## src/rtl/lc3_pkg.sv

```systemverilog
// lc3_pkg: shared types and defaults for the LC-3
// memory arbiter slice.
package lc3_pkg;

  localparam int LC3_MEM_LATENCY = 2;

  typedef enum logic [1:0] {
    ARB_IDLE,
    ARB_ISSUE,
    ARB_WAIT,
    ARB_RESP
  } arb_state_t;

  typedef enum logic [1:0] {
    GRANT_NONE,
    GRANT_CPU,
    GRANT_DBG
  } grant_t;

  // On a tie the port that did not own the last access wins.
  function automatic grant_t pick_owner(
    input logic   cpu,
    input logic   dbg,
    input grant_t last
  );
    grant_t g;
    g = GRANT_NONE;
    unique case (1'b1)
      (cpu && dbg):
        g = (last == GRANT_CPU) ? GRANT_DBG
                                : GRANT_CPU;
      (cpu && !dbg): g = GRANT_CPU;
      (!cpu && dbg): g = GRANT_DBG;
      default:       g = GRANT_NONE;
    endcase
    return g;
  endfunction

endpackage

```

## src/rtl/lc3_latency_counter.sv

```systemverilog
// lc3_latency_counter: loadable down-counter that
// times the memory read latency.
module lc3_latency_counter #(
  parameter int MAX = 2,
  parameter int W   = $clog2(MAX + 1)
) (
  input  logic         clk,
  input  logic         reset,
  input  logic         load_i,
  input  logic         dec_i,
  input  logic [W-1:0] load_val_i,
  output logic         zero_o
);

  logic [W-1:0] cnt_q;
  logic [W-1:0] cnt_d;

  // Load wins over decrement; saturate at zero.
  always_comb begin
    cnt_d = cnt_q;
    if (load_i) begin
      cnt_d = load_val_i;
    end else if (dec_i && (cnt_q != '0)) begin
      cnt_d = cnt_q - W'(1);
    end
  end

  // Counter register.
  always_ff @(posedge clk) begin
    if (reset) begin
      cnt_q <= '0;
    end else begin
      cnt_q <= cnt_d;
    end
  end

  assign zero_o = (cnt_q == '0);

endmodule

```

## src/rtl/lc3_mem_arbiter.sv

```systemverilog
// lc3_mem_arbiter: shares the LC-3 memory port between
// the CPU controller and the debug/loader port.
module lc3_mem_arbiter
  import lc3_pkg::*;
#(
  parameter int ADDR_W      = 16,
  parameter int DATA_W      = 16,
  parameter int MEM_LATENCY = LC3_MEM_LATENCY
) (
  input  logic              clk,
  input  logic              reset,
  input  logic              cpu_req,
  input  logic              cpu_we,
  input  logic [ADDR_W-1:0] cpu_addr,
  input  logic [DATA_W-1:0] cpu_wdata,
  output logic [DATA_W-1:0] cpu_rdata,
  output logic              cpu_ack,
  input  logic              dbg_req,
  input  logic              dbg_we,
  input  logic [ADDR_W-1:0] dbg_addr,
  input  logic [DATA_W-1:0] dbg_wdata,
  output logic [DATA_W-1:0] dbg_rdata,
  output logic              dbg_ack,
  output logic              mem_en,
  output logic              mem_we,
  output logic [ADDR_W-1:0] mem_addr,
  output logic [DATA_W-1:0] mem_wdata,
  input  logic [DATA_W-1:0] mem_rdata,
  output grant_t            grant,
  output logic              busy
);

  localparam int CNT_W = $clog2(MEM_LATENCY + 1);
  localparam logic [CNT_W-1:0] CNT_LOAD =
    CNT_W'(MEM_LATENCY - 1);

  arb_state_t        state_q, state_d;
  grant_t            owner_q, owner_d;
  grant_t            last_q, last_d;
  grant_t            pick;
  logic              we_q, we_d;
  logic [ADDR_W-1:0] addr_q, addr_d;
  logic [DATA_W-1:0] wdata_q, wdata_d;
  logic [DATA_W-1:0] cpu_rd_q, cpu_rd_d;
  logic [DATA_W-1:0] dbg_rd_q, dbg_rd_d;
  logic              cnt_load;
  logic              cnt_dec;
  logic              cnt_zero;

  lc3_latency_counter #(
    .MAX (MEM_LATENCY),
    .W   (CNT_W)
  ) u_cnt (
    .clk        (clk),
    .reset      (reset),
    .load_i     (cnt_load),
    .dec_i      (cnt_dec),
    .load_val_i (CNT_LOAD),
    .zero_o     (cnt_zero)
  );

  // Arbitration, operand latching and access sequencing.
  always_comb begin
    state_d  = state_q;
    owner_d  = owner_q;
    last_d   = last_q;
    we_d     = we_q;
    addr_d   = addr_q;
    wdata_d  = wdata_q;
    cpu_rd_d = cpu_rd_q;
    dbg_rd_d = dbg_rd_q;
    cnt_load = 1'b0;
    cnt_dec  = 1'b0;
    pick     = pick_owner(cpu_req, dbg_req, last_q);
    unique case (state_q)
      ARB_IDLE: begin
        if (pick == GRANT_CPU) begin
          we_d    = cpu_we;
          addr_d  = cpu_addr;
          wdata_d = cpu_wdata;
        end else if (pick == GRANT_DBG) begin
          we_d    = dbg_we;
          addr_d  = dbg_addr;
          wdata_d = dbg_wdata;
        end
        if (pick != GRANT_NONE) begin
          owner_d = pick;
          state_d = ARB_ISSUE;
        end
      end
      ARB_ISSUE: begin
        if (we_q) begin
          state_d = ARB_RESP;
        end else begin
          cnt_load = 1'b1;
          state_d  = ARB_WAIT;
        end
      end
      ARB_WAIT: begin
        if (cnt_zero) begin
          if (owner_q == GRANT_CPU) begin
            cpu_rd_d = mem_rdata;
          end else begin
            dbg_rd_d = mem_rdata;
          end
          state_d = ARB_RESP;
        end else begin
          cnt_dec = 1'b1;
        end
      end
      ARB_RESP: begin
        last_d  = owner_q;
        state_d = ARB_IDLE;
      end
      default: state_d = ARB_IDLE;
    endcase
  end

  // State, owner history and operand/rdata registers.
  always_ff @(posedge clk) begin
    if (reset) begin
      state_q  <= ARB_IDLE;
      owner_q  <= GRANT_NONE;
      last_q   <= GRANT_DBG;
      we_q     <= 1'b0;
      addr_q   <= '0;
      wdata_q  <= '0;
      cpu_rd_q <= '0;
      dbg_rd_q <= '0;
    end else begin
      state_q  <= state_d;
      owner_q  <= owner_d;
      last_q   <= last_d;
      we_q     <= we_d;
      addr_q   <= addr_d;
      wdata_q  <= wdata_d;
      cpu_rd_q <= cpu_rd_d;
      dbg_rd_q <= dbg_rd_d;
    end
  end

  assign busy      = (state_q != ARB_IDLE);
  assign grant     = busy ? owner_q : GRANT_NONE;
  assign mem_en    = (state_q == ARB_ISSUE);
  assign mem_we    = busy & we_q;
  assign mem_addr  = busy ? addr_q : '0;
  assign mem_wdata = busy ? wdata_q : '0;
  assign cpu_ack   = (state_q == ARB_RESP) &&
                     (owner_q == GRANT_CPU);
  assign dbg_ack   = (state_q == ARB_RESP) &&
                     (owner_q == GRANT_DBG);
  assign cpu_rdata = cpu_rd_q;
  assign dbg_rdata = dbg_rd_q;

endmodule

```

## config.mk

```make
export PLATFORM = sky130hd
export DESIGN_NAME = lc3_mem_arbiter
export DESIGN_NICKNAME = d
export VERILOG_FILES = /design/src/rtl/lc3_pkg.sv /design/src/rtl/lc3_latency_counter.sv /design/src/rtl/lc3_mem_arbiter.sv
export SDC_FILE = /design/constraint.sdc
export NUM_CORES = 1
export LEC_CHECK = 0
export ABC_AREA = 1
export BUFFER_PORTS_ARGS = -buffer_cell sky130_fd_sc_hd__buf_2
export CAP_MARGIN = 10
export CORE_MARGIN = 8
export CORE_UTILIZATION = 47
export DETAILED_ROUTE_END_ITERATION = 10
export GPL_TIMING_DRIVEN = 1
export PLACE_DENSITY = 0.79
export SLEW_MARGIN = 20
export SYNTH_ARGS = -nofsm -noshare
export SYNTH_HDL_FRONTEND = slang
export SYNTH_SLANG_ARGS = --single-unit
```

## constraint.sdc

```tcl
create_clock -name clk -period 1.8 [get_ports clk]
set_clock_uncertainty 0.15 [all_clocks]
set_input_delay 0.36 -clock clk [delete_from_list [all_inputs] [get_ports clk]]
set_output_delay 0.36 -clock clk [all_outputs]
set_load 0.05 [all_outputs]
```

==> metrics.yaml <==
drtPass1Iterations: 5
row_count: 31
clkPwrFrac_pct: 15.8
outcome: "finished, violations left"
crit_type: "register to output pin"
routed_wl_um: 11120
initial_core_util_pct: 48.52
cts.clk_slew.worst_paths_ps: 80
sw_frac_of_total_pct: 47.29
fin_setup_tns_ps: -2835
start_kind: "register"
worstSetupEndpointType: "output pin"
cts_buffer_depth: 2
rsz0062_at_grt: "true"
overflow: 0
slew_viol_final: 0
fp.dieH_um: 102.8
grtUsageMet1_pct: 22.74
layout_commonest_cell: "buf_2"
cts_tree: "yes"
ios: 157
ant_nets: 0
grt_antenna_before_repair: 0
cts-buffers-inserted: 9
synth.distinct_cells: 24
crit_fanout: 8
gr-usage-met3_pct: 7.698
nFillCells: 587
critPathRequiredTime_ps: 1290
startpoint: "state_q[1]$_SDFFE_PP0P_"
period_share_pct: 105.7
mostFrequentLayoutCells: "buf_2 (117), nand2_1 (78), inv_1 (76)"
dpl_worst_slack_ps: 111.2
drc: 0
top_usage_layer: "met2"
intPower_uw: 4827
synth.net_count: 620
drtIter0Drc: 154
violations: "negative setup slack"
die_w_um: 102.8
worst_slew_pin_slew_ps: 391.1
timing.slew.headroom_pct: 73.93
finalPower_uw: 9159
p_switching_uw: 4332
final_nets: 778
via_count: 3888
grt_pass1_wl_um: 17400
area_growth_pct: 50.92
layout-drive-gt1-share_pct: 36.85
synthCells: 529
ys_warn_count: 0
pwr_density_cell_nw_per_um2: 1715
max-cap-violations: 0
finalHoldViolCount: 0
setup_viol: 37
ys_seq_elements: 73
timing.final.ws_setup_ps: -103.1
clock-sinks: 73
core-area_um2: 7292
gp_congestion: 0.8499
hpwl_um: 7925
vdd_drop_max_mv: 0.9491
synth_area_um2: 3538
htree_levels: 3
p_leak_uw: 0.002724
grt_max_degree: 37
combPwrFrac_pct: 59.3
wl_per_cell_um: 14.06
fmax_mhz: 525.5
clock_latency_ps: 330
io_buffers: 156
ys_seq_area_share_pct: 41.30
min_from: "mem_rdata[2]"
syn_avg_cell_area_um2: 6.689
period_needed_ps: 1903
r2r-start: "state_q[1]$_SDFFE_PP0P_"
die_area_um2: 10560
seq_power_share_pct: 24.9
use_met2_pct: 35.06
hold_path.class: "primary input to register"
critPathArrivalTime_ps: 1390
n_antenna_cell: 0
grt_pass1_vias: 3876
clock-root-buffer: "clkbuf_8"
viasPerCell: 4.915
gr-usage-all-layers_pct: 20.52
[critical path, cell delays in order (launching register included)]
cell and delay, ps:
dfxtp_2 330, inv_2 70, ha_4 270, clkbuf_16 210
nor2_4 40, buf_6 150
[synthesized netlist by cell type]
cell type / n / share of area [%]
buf_4: 4 / 0.85
ha_1: 5 / 1.8
o21ai_1: 11 / 1.6
inv_2: 3 / 0.32
buf_1: 5 / 0.53
o211ai_1: 1 / 0.21
nor2_8: 1 / 0.57
inv_1: 78 / 8.3
nor3_4: 1 / 0.46
nor2_4: 2 / 0.64
buf_6: 5 / 1.6
inv_4: 2 / 0.35
nand3_1: 68 / 9.6
o21a_1: 1 / 0.21
nand3_2: 1 / 0.28
clkbuf_1: 9 / 0.95
nor2_2: 7 / 1.2
o21ai_0: 24 / 3.4
buf_2: 8 / 1.1
dfxtp_1: 73 / 41
nand2_2: 1 / 0.18
a21oi_1: 38 / 5.4
nor2_1: 103 / 11
nand2_1: 78 / 8.3
[worst paths after layout]
| kind | depth (start not counted) | to | slack, ps |
|---|---|---|---|
| setup / recovery | 5 | mem_addr[12] | -100 |
| setup reg to reg | 9 | wdata_q[10]$_SDFFE_PP0P_ | 70 |
| hold reg to reg | 2 | u_cnt.cnt_q[1]$_SDFFE_PP0P_ | 320 |
| hold / removal | 3 | dbg_rdata[2]$_SDFFE_PP0P_ | 120 |
[kinds of logic (layout without fill, tap and decap cells)]
logic type,count (synthesis),count (layout),share of synthesized area (%)
AOI/OAI and AO/OA,75,75,10.75
and+or+nand+nor,262,262,32.18
DFF,73,73,41.30
buffers and inverters,114,277,14.00
adders and majority gates,5,5,1.768
[flip-flops by register name, summed over array words and instances, names as in the netlist]
register	cells
state_q	2
cpu_rdata	16
u_cnt.cnt_q	2
owner_q	2
dbg_rdata	16
we_q	1
last_q	2
wdata_q	16
addr_q	16
[stage by stage]
step / util, % / instances / area, um^2 / hold WS, ps
after detailed placement: 64.26 / 770 / 4686 / 311.2
after floorplan: - / 529 / 3826 / 280.2
after CTS: 71.95 / 790 / 5246 / 104.7
final: 73.23 / 791 / 5340 / 123.3
after global placement: 64.26 / 770 / 4686 / 292.1
after global routing: 73.23 / 791 / 5340 / 110.1
[what timing repair did]
item	CTS	global route
endpoints found under the hold margin	0	0
endpoints found under the setup margin	39	61
pin swaps	5	5
cloned	1	1
hold buffers	0	0
setup buffers	3	0
gates resized for setup	90	18
[cell type report]
cell class / count / area, um^2 / area share (%)
flip-flops and latches: 73 / 1464 / 27.41
inverters: 83 / 324.1 / 6.068
clock buffers: 12 / 155.1 / 2.905
repair buffers: 178 / 1326 / 24.84
clock inverters: 4 / 75.07 / 1.406
multi-input cells: 342 / 1872 / 35.05
well taps: 99 / 123.9 / 2.320
[power by group through the flow]
stage	combinational (uW)	sequential (uW)	clock (uW)
after global placement	4530	2290	0
after CTS	5220	2280	1480
final	5430	2280	1450
after floorplan	3130	2850	0
after global routing	5780	2330	1560
after detailed placement	4610	2310	0
[layer usage]
metal	share of wire [%]	wire (um)
met1	39	4362
met2	48	5307
met3	11	1276
met4	1.6	174
met5	0	0
Note: power is estimated with default switching activity, not from simulation.
